`src/rtl/multi_btn_debouncer.sv`:
```
// Multi-channel button conditioner: 2-FF sync, shared-tick debounce, press/release,
// long-press detection and typematic auto-repeat for a bank of NCH buttons.
module multi_btn_debouncer #(
  parameter int unsigned NCH        = 4,
  parameter int unsigned DIV        = 50000,
  parameter int unsigned N          = 8,
  parameter int unsigned LONG_TICKS = 64,
  parameter int unsigned REP_TICKS  = 16,
  parameter bit          ACTIVE_LOW = 1'b0
) (
  input  logic           clk,
  input  logic           rst,
  input  logic [NCH-1:0] btn_raw,
  input  logic           rep_en,
  output logic           tick,
  output logic [NCH-1:0] btn_state,
  output logic [NCH-1:0] press_pulse,
  output logic [NCH-1:0] release_pulse,
  output logic [NCH-1:0] long_pulse,
  output logic [NCH-1:0] rep_pulse
);

  localparam int unsigned CW = (DIV > 1) ? $clog2(DIV) : 1;
  localparam int unsigned HW = $clog2(LONG_TICKS + 1);
  localparam int unsigned RW = $clog2(REP_TICKS + 1);

  localparam logic [CW-1:0] CNT_LAST  = CW'(DIV - 1);
  localparam logic [HW-1:0] HOLD_LAST = HW'(LONG_TICKS - 1);
  localparam logic [RW-1:0] REP_LAST  = RW'(REP_TICKS - 1);

  localparam logic [1:0] ST_IDLE    = 2'd0;
  localparam logic [1:0] ST_PRESSED = 2'd1;
  localparam logic [1:0] ST_LONG    = 2'd2;

  logic [NCH-1:0] sync1, sync2, s_c;
  logic [CW-1:0]  cnt;
  logic           tick_c;

  logic [N-2:0]   hist     [NCH];
  logic [N-2:0]   hist_nx  [NCH];
  logic [1:0]     state    [NCH];
  logic [1:0]     state_nx [NCH];
  logic [HW-1:0]  hold_cnt [NCH];
  logic [HW-1:0]  hold_nx  [NCH];
  logic [RW-1:0]  rep_cnt  [NCH];
  logic [RW-1:0]  rep_nx   [NCH];
  logic [NCH-1:0] stable_nx;

  // Events latched on the tick edge, presented on the outputs one clock later
  logic [NCH-1:0] pend_press, pend_rel, pend_long, pend_rep;
  logic [NCH-1:0] pend_press_nx, pend_rel_nx, pend_long_nx, pend_rep_nx;

  // Synchronizer resets to the released level so nothing looks pressed after reset
  always_ff @(posedge clk) begin
    if (rst) begin
      sync1 <= {NCH{ACTIVE_LOW}};
      sync2 <= {NCH{ACTIVE_LOW}};
    end else begin
      sync1 <= btn_raw;
      sync2 <= sync1;
    end
  end

  assign s_c    = sync2 ^ {NCH{ACTIVE_LOW}};
  assign tick_c = (cnt == CNT_LAST);

  always_ff @(posedge clk) begin
    if (rst) begin
      cnt  <= '0;
      tick <= 1'b0;
    end else begin
      cnt  <= tick_c ? '0 : cnt + CW'(1);
      tick <= tick_c;
    end
  end

  // Next-state logic: debounce window, per-channel FSM and counters, evaluated only on tick
  always_comb begin
    logic [N-1:0] nh;
    nh            = '0;
    stable_nx     = btn_state;
    pend_press_nx = '0;
    pend_rel_nx   = '0;
    pend_long_nx  = '0;
    pend_rep_nx   = '0;
    for (int i = 0; i < int'(NCH); i++) begin
      hist_nx[i]  = hist[i];
      state_nx[i] = state[i];
      hold_nx[i]  = hold_cnt[i];
      rep_nx[i]   = rep_cnt[i];
      if (tick_c) begin
        nh         = {hist[i], s_c[i]};
        hist_nx[i] = nh[N-2:0];
        if (&nh) begin
          stable_nx[i] = 1'b1;
        end else if (~|nh) begin
          stable_nx[i] = 1'b0;
        end
        case (state[i])
          ST_IDLE: begin
            if (stable_nx[i]) begin
              state_nx[i]      = ST_PRESSED;
              hold_nx[i]       = '0;
              pend_press_nx[i] = 1'b1;
              pend_rep_nx[i]   = 1'b1;
            end
          end
          ST_PRESSED: begin
            if (!stable_nx[i]) begin
              state_nx[i]    = ST_IDLE;
              pend_rel_nx[i] = 1'b1;
            end else if (hold_cnt[i] == HOLD_LAST) begin
              state_nx[i]     = ST_LONG;
              rep_nx[i]       = '0;
              pend_long_nx[i] = 1'b1;
              pend_rep_nx[i]  = rep_en;
            end else begin
              hold_nx[i] = hold_cnt[i] + HW'(1);
            end
          end
          ST_LONG: begin
            if (!stable_nx[i]) begin
              state_nx[i]    = ST_IDLE;
              pend_rel_nx[i] = 1'b1;
            end else if (!rep_en) begin
              rep_nx[i] = '0;
            end else if (rep_cnt[i] == REP_LAST) begin
              rep_nx[i]      = '0;
              pend_rep_nx[i] = 1'b1;
            end else begin
              rep_nx[i] = rep_cnt[i] + RW'(1);
            end
          end
          default: state_nx[i] = ST_IDLE;
        endcase
      end
    end
  end

  always_ff @(posedge clk) begin
    if (rst) begin
      for (int i = 0; i < int'(NCH); i++) begin
        hist[i]     <= '0;
        state[i]    <= ST_IDLE;
        hold_cnt[i] <= '0;
        rep_cnt[i]  <= '0;
      end
      btn_state     <= '0;
      pend_press    <= '0;
      pend_rel      <= '0;
      pend_long     <= '0;
      pend_rep      <= '0;
      press_pulse   <= '0;
      release_pulse <= '0;
      long_pulse    <= '0;
      rep_pulse     <= '0;
    end else begin
      for (int i = 0; i < int'(NCH); i++) begin
        hist[i]     <= hist_nx[i];
        state[i]    <= state_nx[i];
        hold_cnt[i] <= hold_nx[i];
        rep_cnt[i]  <= rep_nx[i];
      end
      btn_state     <= stable_nx;
      pend_press    <= pend_press_nx;
      pend_rel      <= pend_rel_nx;
      pend_long     <= pend_long_nx;
      pend_rep      <= pend_rep_nx;
      press_pulse   <= pend_press;
      release_pulse <= pend_rel;
      long_pulse    <= pend_long;
      rep_pulse     <= pend_rep;
    end
  end

endmodule

```
`config.mk`:
```
export PLATFORM = sky130hd
export DESIGN_NAME = multi_btn_debouncer
export DESIGN_NICKNAME = d
export VERILOG_FILES = /design/src/rtl/multi_btn_debouncer.sv
export SDC_FILE = /design/constraint.sdc
export NUM_CORES = 1
export LEC_CHECK = 0
export ABC_AREA = 1
export CAP_MARGIN = 20
export CORE_AREA = 3 3 110 112
export CTS_CLUSTER_DIAMETER = 200
export DETAILED_ROUTE_END_ITERATION = 7
export DIE_AREA = 0 0 113 115
export MAX_ROUTING_LAYER = met4
export PLACE_DENSITY = 0.77
export SKIP_CTS_REPAIR_TIMING = 1
export SLEW_MARGIN = 10
export SYNTH_ARGS = -nofsm -noshare
export SYNTH_HDL_FRONTEND = slang
export SYNTH_SLANG_ARGS = --single-unit
```
`constraint.sdc`:
```
create_clock -name clk -period 2.1 [get_ports clk]
set_input_delay 0.42 -clock clk [delete_from_list [all_inputs] [get_ports clk]]
set_output_delay 0.42 -clock clk [all_outputs]
set_load 0.05 [all_outputs]
```
### After elaboration in Yosys (flattened, before gate mapping)

Memories as Yosys holds them, arrays and structs flattened.
Index checks and enable logic that the tools add are counted.

| storage, ports and cells | value |
|---|---|
| word-level logic and storage cells | 258 |
| output and inout bits | 21 |
| memory bits (writable) | 84 |
| input port bits | 7 |
| register bits | 61 |
| memories | 4 |

| cells by class | value |
|---|---|
| bitwise operators | 33 |
| reductions and logical operators | 30 |
| multiplexer cells | 143 |
| add/sub/neg operators | 9 |
| eq/ne operators | 17 |

Memory list:

| memory | depth | bits a word | read ports | clocked after Yosys merged registers in | write ports | line | source |
|---|---|---|---|---|---|---|---|
| hist | 4 | 7 | 4 | 0 | 4 | 39 | `logic [N-2:0] hist [NCH];` |
| hold_cnt | 4 | 7 | 4 | 0 | 4 | 43 | `logic [HW-1:0] hold_cnt [NCH];` |
| rep_cnt | 4 | 5 | 4 | 0 | 4 | 45 | `logic [RW-1:0] rep_cnt [NCH];` |
| state | 4 | 2 | 4 | 0 | 4 | 41 | `logic [1:0] state [NCH];` |

Operators by type and width:

| operator | number |
|---|---|
| two-way mux 7 bit | 28 |
| two-way mux 5 bit | 28 |
| one-hot mux 7 bit (2 select lines) | 4 |
| two-way mux 2 bit | 24 |
| two-way mux 1 bit | 47 |
| one-hot mux 5 bit (2 select lines) | 4 |
| AND reduction 8 bit | 4 |
| OR reduction 8 bit | 4 |
| adder 7 x 1 -> 7 bit (second input constant) | 4 |
| equality test 7 x 6 -> 1 bit (second input constant) | 4 |
| one-hot mux 2 bit (3 select lines) | 4 |
| OR reduction 3 bit | 8 |
| adder 5 x 1 -> 5 bit (second input constant) | 4 |
| equality test 5 x 4 -> 1 bit (second input constant) | 4 |
| inverter 1 bit | 17 |
| adder 16 x 1 -> 16 bit (second input constant) | 1 |
| equality test 16 bit (second input constant) | 1 |
| OR 1 bit | 16 |
| OR reduction 4 bit | 4 |
| one-hot mux 1 bit (3 select lines) | 4 |
| OR reduction 2 bit | 6 |
| equality test 2 x 1 -> 1 bit (second input constant) | 4 |
| equality test 2 bit (second input constant) | 4 |
| logical NOT 2 bit | 4 |

### Logic depth before layout (Yosys ltp)

Gate-level depths: netlist of the first run.

| depth | value |
|---|---|
| depth in word-level cells | 8 |
| gate-level depth with buffers | 12 |

### Worst setup path before layout of the first run

No wires, ideal clock.

| timing path | value |
|---|---|
| path kind | reg2reg |
| from | register btn_state[1] |
| to | memory rep_cnt[1][2] (netlist name) |
| setup time | 0.117 ns |
| data required time | 1.983 ns |
| cell stages (with the launch flop) | 8 |
| slack | 0.444 ns |
| arrival time | 1.539 ns |
| buffers on the path | 0 |
| period minus slack after synthesis | 1.656 ns |
| path through | dfxtp_1 -> o21ai_0 -> nand2_1 -> nand2_1 -> inv_1 -> nand2_1 -> o21ai_0 -> nor2_1 |

RTL lines:

| what | line | source |
|---|---|---|
| from (decl) | 16 | `output logic [NCH-1:0] btn_state,` |
| from (signal assigned) | 164 | `btn_state <= stable_nx;` |
| to (decl) | 45 |  |

### Worst setup path after layout of the first run

| timing path | value |
|---|---|
| from | register btn_state[1] |
| to | output port btn_state[1] |

No word-level cell between the ends.

==> impl_results.md, run 1 <==
- Antenna diodes: 0
- Die Y: 115 um
- Core Util, Final: 68.21%
- RSZ-0062 raised after global routing: true
- H-tree lvl count: 4
- Int Power: 4.469 mW
- Placer Congestion: 0.8524
- Max_cap viols: 0
- Status: complete, no violations
- Cell row count: 39
- Least-Margin Pin Slew: 0.5152 ns
- DRT Pass-1 Iters: 5
- Mapped cell area: 6645 sq um
- Mapped Nets: 960
- Die Width: 113 um
- Antenna Nets Post-Route: 0
- Fmax: 485.9 MHz
- HP Start: pend_rel[3]
- Slowest CP cell: clkdlybuf4s50_1
- Nets@finish: 1004
- GR Overflow Total: 0
- Setup crit start kind: flop
- Crit-path cells: clkdlybuf4s50_1
- DRC: 0
- Clock buffer depth: 2
- Clock Tree Root: clkbuf_16
- Final Setup Violations: 0
- Leak: 3.152 nW
- FF-to-FF Start: cnt[0]
- Initial antenna violation count: 0
- Final worst slack: 0.04197 ns
- Largest net degree at the start of global routing: 46
- Sequential fraction of design power: 49.0%
- Reg-to-reg endpoint: hold_cnt[2][0]
- IO Port Bufs: 27
- Post-synthesis sequential area ratio: 43.68%
- Vias: 5645
- Hold path endpoint: release_pulse[3]
- Global-route wire length before repair: 23040 um
- Worst Reg-to-Reg Cells: 8
- Clock group share of total power: 49.2%
- Max rail drop VDD: 762.8 uV
- DRT iter0 DRCs: 454
- Crit path capture type: output pin
- Num ports: 28
- Area growth from synthesis to layout: 16.21%
- Vias per cell: 5.027
- YS warnings: 0
- CTS buffer count: 17
- Clk_lat worst skew: 0.42 ns
- Slew Limit Fails: 0
- Delay-heaviest family, CP: buffers and inverters
- Die ar.: 13000 sq um
- Worst Path Max Fanout: 3
- Pre-CTS worst setup slack: 0.1293 ns
- WP buf/inv: 1
- Clk sink count: 145
- Rel. slew slack: 65.55%
- Sw power: 1.183 mW
- Post-route clock period utilization: 98.00%
- Unique masters post-synth: 42
- WL final: 13360 um
- Vias in the first global route: 5305
- Critical Path AT: 1.64 ns
- Hold path cells: 2
- Final hold violations: 0
- Worst Path Required: 1.68 ns
- Comb power frac: 1.7%
- Detailed Place HPWL: 9113 um
- CTS tree: done
- Core area: 11320 sq um
- R2r setup slk: 0.22 ns
- Min-Delay Path Class: flop to flop
- Kind of critical path: flop to output pin
- Initial Util: 58.70%
- GRT Resource Usage Total: 22.32%
- PD cells: 731.8 nW/um^2
- Max incr delay on CP: 0.83 ns
- Sw frac: 20.93%
- Routed wire per std cell: 11.89 um
- Clock transition at path regs: 0.06 ns
- Avg Cell Area, Syn: 7.192 sq um
- #FFs+latches synth: 145
- Synth Instances: 924
- Skew final: 0.006183 ns
- Layout cells sized above 1: 7.347%
- Final min period: 2.058 ns
-- cell families after synthesis --
| kind of cell | Yosys count | synth area share, % |
|---|---|---|
| compound gates | 113 | 9.038 |
| simple gates | 456 | 30.43 |
| xor+xnor | 12 | 1.582 |
| buf+inv | 169 | 9.810 |
| fa+ha+maj | 29 | 5.460 |
| flops | 145 | 43.68 |
-- state kept, by name, indices dropped and copies added, names as in the netlist --
name	flops
hist	28
hold_cnt	28
rep_cnt	20
cnt	16
state	8
btn_state	4
long_pulse	4
pend_long	4
pend_press	4
pend_rel	4
pend_rep	4
press_pulse	4
release_pulse	4
rep_pulse	4
s_c	4
sync1	4
tick	1
-- power by group through the flow --
stage / logic, mW / clock network (mW) / registers [mW]
floorplan: 0.0592 / 0 / 2.83
global placement: 0.0977 / 0 / 2.83
detailed placement: 0.0982 / 0 / 2.83
CTS: 0.0988 / 2.82 / 2.77
global route: 0.111 / 2.96 / 2.77
finish: 0.0981 / 2.78 / 2.77
-- worst min-delay path, delay by kind of cell (launching register included) --
family	cells	cell delay, ns
and+or+nand+nor	1	0.03
buffers and inverters	1	0.04
DFF	1	0.29
-- cell type report --
type | instances | area, sq um
Fill cell | 953 | 3598
Tap cell | 143 | 178.9
Clock buffer | 21 | 460.4
Multi-Input combinational cell | 610 | 3090
Clock inverter | 10 | 87.58
Inverter | 149 | 559.3
Timing Repair Buffer | 45 | 442.9
Sequential cell | 145 | 2903
-- worst max path at each step --
stage	slack [ns]	start	cells after the start	to
floorplan	0.44	btn_state[1]	7	rep_cnt[1][2]
global placement	0.21	cnt[0]	11	hold_cnt[1][1]
CTS	0.04	btn_state[1]	1	btn_state[1]
global route	-0.006	cnt[0]	10	hold_cnt[0][5]
detailed placement	0.13	cnt[0]	10	hist[0][0]
finish	0.04	btn_state[1]	1	btn_state[1]
-- synth_stat cells (all sizes together) --
master    n  area share (%)
a31oi     1           0.094
nand3b    2            0.28
nor4      2            0.19
xor2      9             1.2
ha       29             5.5
nand3    49             4.1
or3       1           0.094
nor2    204              12
inv     148             8.4
o21bai    1            0.11
a21oi    35             2.6
o21a      1            0.11
buf       8            0.72
and2      1           0.094
o21ai    54             4.1
or2       7            0.66
clkinv    1           0.056
nand4    16             2.2
nor3b     1            0.11
dfxtp   145              44
clkbuf   12            0.68
xnor2     3            0.40
nor3     24             1.9
o22ai    20             1.9
a41oi     1            0.13
nand2   148             8.4
and3      1           0.094
-- cells in the final DEF (no fill, tap or decap), types with 2 or more instances in the layout --
cell             instances
nor2_1                 195
nand2_1                147
inv_1                  146
dfxtp_1                145
o21ai_0                 49
nand3_1                 46
a21oi_1                 35
ha_1                    29
clkdlybuf4s50_1         27
nor3_1                  23
o22ai_1                 20
clkbuf_16               17
buf_4                   15
nand4_1                 13
xor2_1                   9
nor2_2                   5
o21ai_1                  5
or2_2                    5
clkinvlp_4               5
clkinv_2                 4
nand4_4                  3
xnor2_1                  3
nor2_4                   3
buf_12                   3
inv_2                    2
nand3_4                  2
nor4_1                   2
clkbuf_1                 2
clkbuf_8                 2
-- per-layer routing --
layer / GRT usage [%] / part of all wire (%)
met3: 6.684 / 4.5
met5: - / 0
met1: 27.02 / 48
met4: 7.212 / 1.4
met2: 35.86 / 46
-- per-stage QoR --
| stage | hold slack [ns] | cells | setup TNS [ns] | power (mW) | instance area [sq um] |
|---|---|---|---|---|---|
| after floorplan | 0.3883 | 924 | 0 | 2.888 | 6645 |
| after global placement | 0.3885 | 1090 | 0 | 2.928 | 7134 |
| after detailed placement | 0.3921 | 1090 | 0 | 2.928 | 7134 |
| after CTS | 0.4000 | 1121 | 0 | 5.692 | 7682 |
| after global routing | 0.4140 | 1123 | -0.01437 | 5.839 | 7722 |
| final | 0.3990 | 1123 | 0 | 5.651 | 7722 |
(Power assumes the default switching activity.)
==> run 2, diff against run 1 <==
--- a/config.mk
+++ b/config.mk
@@ -5,14 +5,14 @@
 export SDC_FILE = /design/constraint.sdc
 export NUM_CORES = 1
 export LEC_CHECK = 0
-export ABC_AREA = 1
+export ABC_AREA = 0
 export CAP_MARGIN = 20
-export CORE_AREA = 3 3 110 112
+export CORE_AREA = 3 3 108 110
 export CTS_CLUSTER_DIAMETER = 200
 export DETAILED_ROUTE_END_ITERATION = 7
-export DIE_AREA = 0 0 113 115
+export DIE_AREA = 0 0 111 113
 export MAX_ROUTING_LAYER = met4
-export PLACE_DENSITY = 0.77
+export PLACE_DENSITY = 0.78
 export SKIP_CTS_REPAIR_TIMING = 1
 export SLEW_MARGIN = 10
 export SYNTH_ARGS = -nofsm -noshare
==> run 2 against run 1 <==
Effect of this change: the run now ends with negative setup slack left; sequential share of layout area decreased by 1.7 points; synthesized cell count decreased by 21%; clock skew increased by 0.0032 ns; global-route usage increased by 2.5 points; flip-flop and latch count unchanged; worst setup slack got worse by 0.054 ns; clock power increased by 6%; clock-buffer cell count decreased by 1; sequential power about the same; combinational power increased by 8%; critical path type is now flop to flop; highest routed layer unchanged.
==> impl_results.md, run 2 <==
- Status: finished, violations left
- Violated checks: negative setup slack
- Largest net degree at the start of global routing: 40
- Global-route wire length before repair: 25100 um
- IO Port Bufs: 27
- Fillers: 718
- Placed Area: 7238 sq um
- Synth Flop Type: dfxtp_1
- Vias: 5744
- Fmax: 473.5 MHz
- Final worst slack: -0.01198 ns
- DRT Pass-1 Iters: 5
- Core area: 10790 sq um
- Placer Congestion: 0.8468
- Registers with the most flip-flops: hist (28), hold_cnt (28), rep_cnt (20)
- Routed wire per std cell: 16.00 um
- Critical path launch point: state[0][1]
- Biggest area consumer among synthesized cells: dfxtp_1
- Skew final: 0.009338 ns
- Most common cell after layout, fill and taps aside: dfxtp_1
- FF-to-FF Start: state[0][1]
- Unique masters post-synth: 64
- Clk sink count: 145
- Vias in the first global route: 5519
- Area growth from synthesis to layout: 27.02%
- Finished Cell Area: 8147 sq um
- Avg Cell Area, Syn: 8.750 sq um
- Register area: 2923 sq um
- Slew Limit Fails: 0
- DRC: 0
- Clk_lat worst skew: 0.54 ns
- Cell row count: 38
- Mapped cell area: 6414 sq um
- Layout cells sized above 1: 19.81%
- Rel. slew slack: 60.50%
- Clock transition at path regs: 0.06 ns
- YS warnings: 0
- H-tree lvl count: 4
- Synth Area in Compound Gates: 16.17%
- XOR/XNOR share of the synthesized area: 2.595%
- Min-Delay Path Class: primary input to flop
- Antenna diodes: 0
- R2r setup slk: -0.01 ns
- Combinational family with the most area after synthesis: simple AND/OR/NAND/NOR gates
- Die ar.: 12540 sq um
- Reg-to-reg endpoint: rep_cnt[0][0]
- Area share of the leading cell type in the synthesized netlist: 45.26%
- Core Util, Final: 75.48%
- Worst Path Required: 2.57 ns
- Dpl cells: 927
- Die Y: 113 um
- Worst Reg-to-Reg Cells: 8
- Asr flop ratio synth: 0%
- Area of the multi-input gates: 3487 sq um
- CP endpoint: rep_cnt[0][0]
- RSZ-0062 raised after global routing: true
- Final Setup Violations: 1
- Die Width: 111 um
- Finished Layout Cells: 968
- Synth cell count leaders: dfxtp_1 (145), nand2_1 (107), a21oi_1 (50), nor2_1 (49)
- Clock Tree Root: clkbuf_8
- Detailed Place HPWL: 10200 um
- Crit path capture type: flop
- Post-Synth Simple-Gate Area: 25.65%
- Leak: 3.252 nW
- CTS buffer count: 17
- Nets@finish: 851
- Clock buffer depth: 2
- Least-Margin Pin Slew: 0.5913 ns
- Mapped Nets: 769
- Num ports: 28
- GR Overflow Total: 0
- Top cells by area, synth: dfxtp_1 (45%), nand2_1 (6.3%), ha_1 (5.7%)
- Max rail drop VDD: 696.9 uV
- Most frequent cell after synthesis: dfxtp_1
- WL final: 15490 um
- Critical Path AT: 2.58 ns
- GRT Resource Usage Total: 24.80%
- Synth Instances: 733
- Adder-cell share of the synthesized area: 5.657%
- Setup TNS: -0.01198 ns
- Post-route clock period utilization: 100.6%
- Post-synth EDFFs: 0
- Max_cap viols: 0
- Worst Path Max Fanout: 6
- DRT iter0 DRCs: 380
- CTS tree: done
- Multiplexer share of the synthesized area: 1.112%
- Vias per cell: 5.934
- Initial antenna violation count: 0
- Antenna Nets Post-Route: 0
- Initial Util: 59.42%
- Final hold violations: 0
- Setup crit start kind: flop
- Kind of critical path: flop to flop
- Final min period: 2.112 ns
- PD cells: 715.8 nW/um^2
- #FFs+latches synth: 145
- Post-synthesis sequential area ratio: 45.26%
- Most frequent cells in the layout: dfxtp_1 (135), nand2_1 (107), buf_4 (63), nor2_1 (48), a21oi_1 (45)
## run 2: cell count changes after synthesis, sizes merged, moves of 10 or more
cell / delta
nor2: -155
inv: -121
nand2: -41
o21ai: -34
nor2b: +28
nand3: -26
o22ai: -20
clkbuf: +17
a21oi: +15
nor3: -11
or3: +11
or4: +11
and3: +10
o32ai: +10
## run 2: how the worst min path moves through the flow
stage	start	slack (ns)	cells past startpoint	to
final	rst	0.20	2	rep_cnt[3][1]
after global routing	rst	0.21	2	rep_cnt[3][1]
after CTS	rst	0.16	2	rep_cnt[3][1]
after detailed placement	pend_press[1]	0.42	1	press_pulse[1]
after global placement	sync1[2]	0.42	1	s_c[2]
after floorplan	cnt[0]	0.41	1	cnt[0]
## run 2: cell type report
cell class	instances	area share, %
clock buffer	20	5.345
clock inverter	12	1.720
tap	140	2.150
sequential	145	35.88
timing repair buffer	96	10.80
inverter	27	1.305
multi-input combinational	528	42.80
## run 2: report_power, final
| part | switching (mW) | internal, mW |
|---|---|---|
| Clock | 1.13 | 1.82 |
| Sequential | 0.00868 | 2.76 |
| Combinational | 0.0711 | 0.0348 |
## run 2: cell families after synthesis
family,Yosys count
XOR/XNOR,19
flip-flops,145
adder cells (fa/ha/maj),29
multiplexers,7
buffers and inverters,60
AO/OA/AOI/OAI,153
AND/OR/NAND/NOR,320
## run 2: worst max-delay path, cell delays in order (launching register included)
cell	delay [ns]
dfxtp_2	0.33
inv_4	0.06
ha_4	0.14
inv_4	0.03
or4_4	0.47
a221o_1	0.39
buf_6	0.16
or3_1	0.34
a21oi_2	0.13
## run 2: stage by stage
| stage | setup WS (ns) | hold WS (ns) | power, mW |
|---|---|---|---|
| 2_1_floorplan | -0.03612 | 0.4132 | 2.887 |
| 3_3_place_gp | 0.00003619 | 0.4171 | 2.927 |
| 3_5_place_dp | -0.05303 | 0.4239 | 2.930 |
| 4_1_cts | -0.1314 | 0.1639 | 5.856 |
| 5_1_grt | -0.08063 | 0.2061 | 5.995 |
| 6_report | -0.01198 | 0.1969 | 5.831 |
## run 2: metal layers
metal	track usage, %	up-vias	part of all wire, %
li1	-	2793	-
met1	29.90	2784	45
met2	40.37	147	48
met3	6.471	20	5.1
met4	8.949	0	1.5
met5	-	-	0
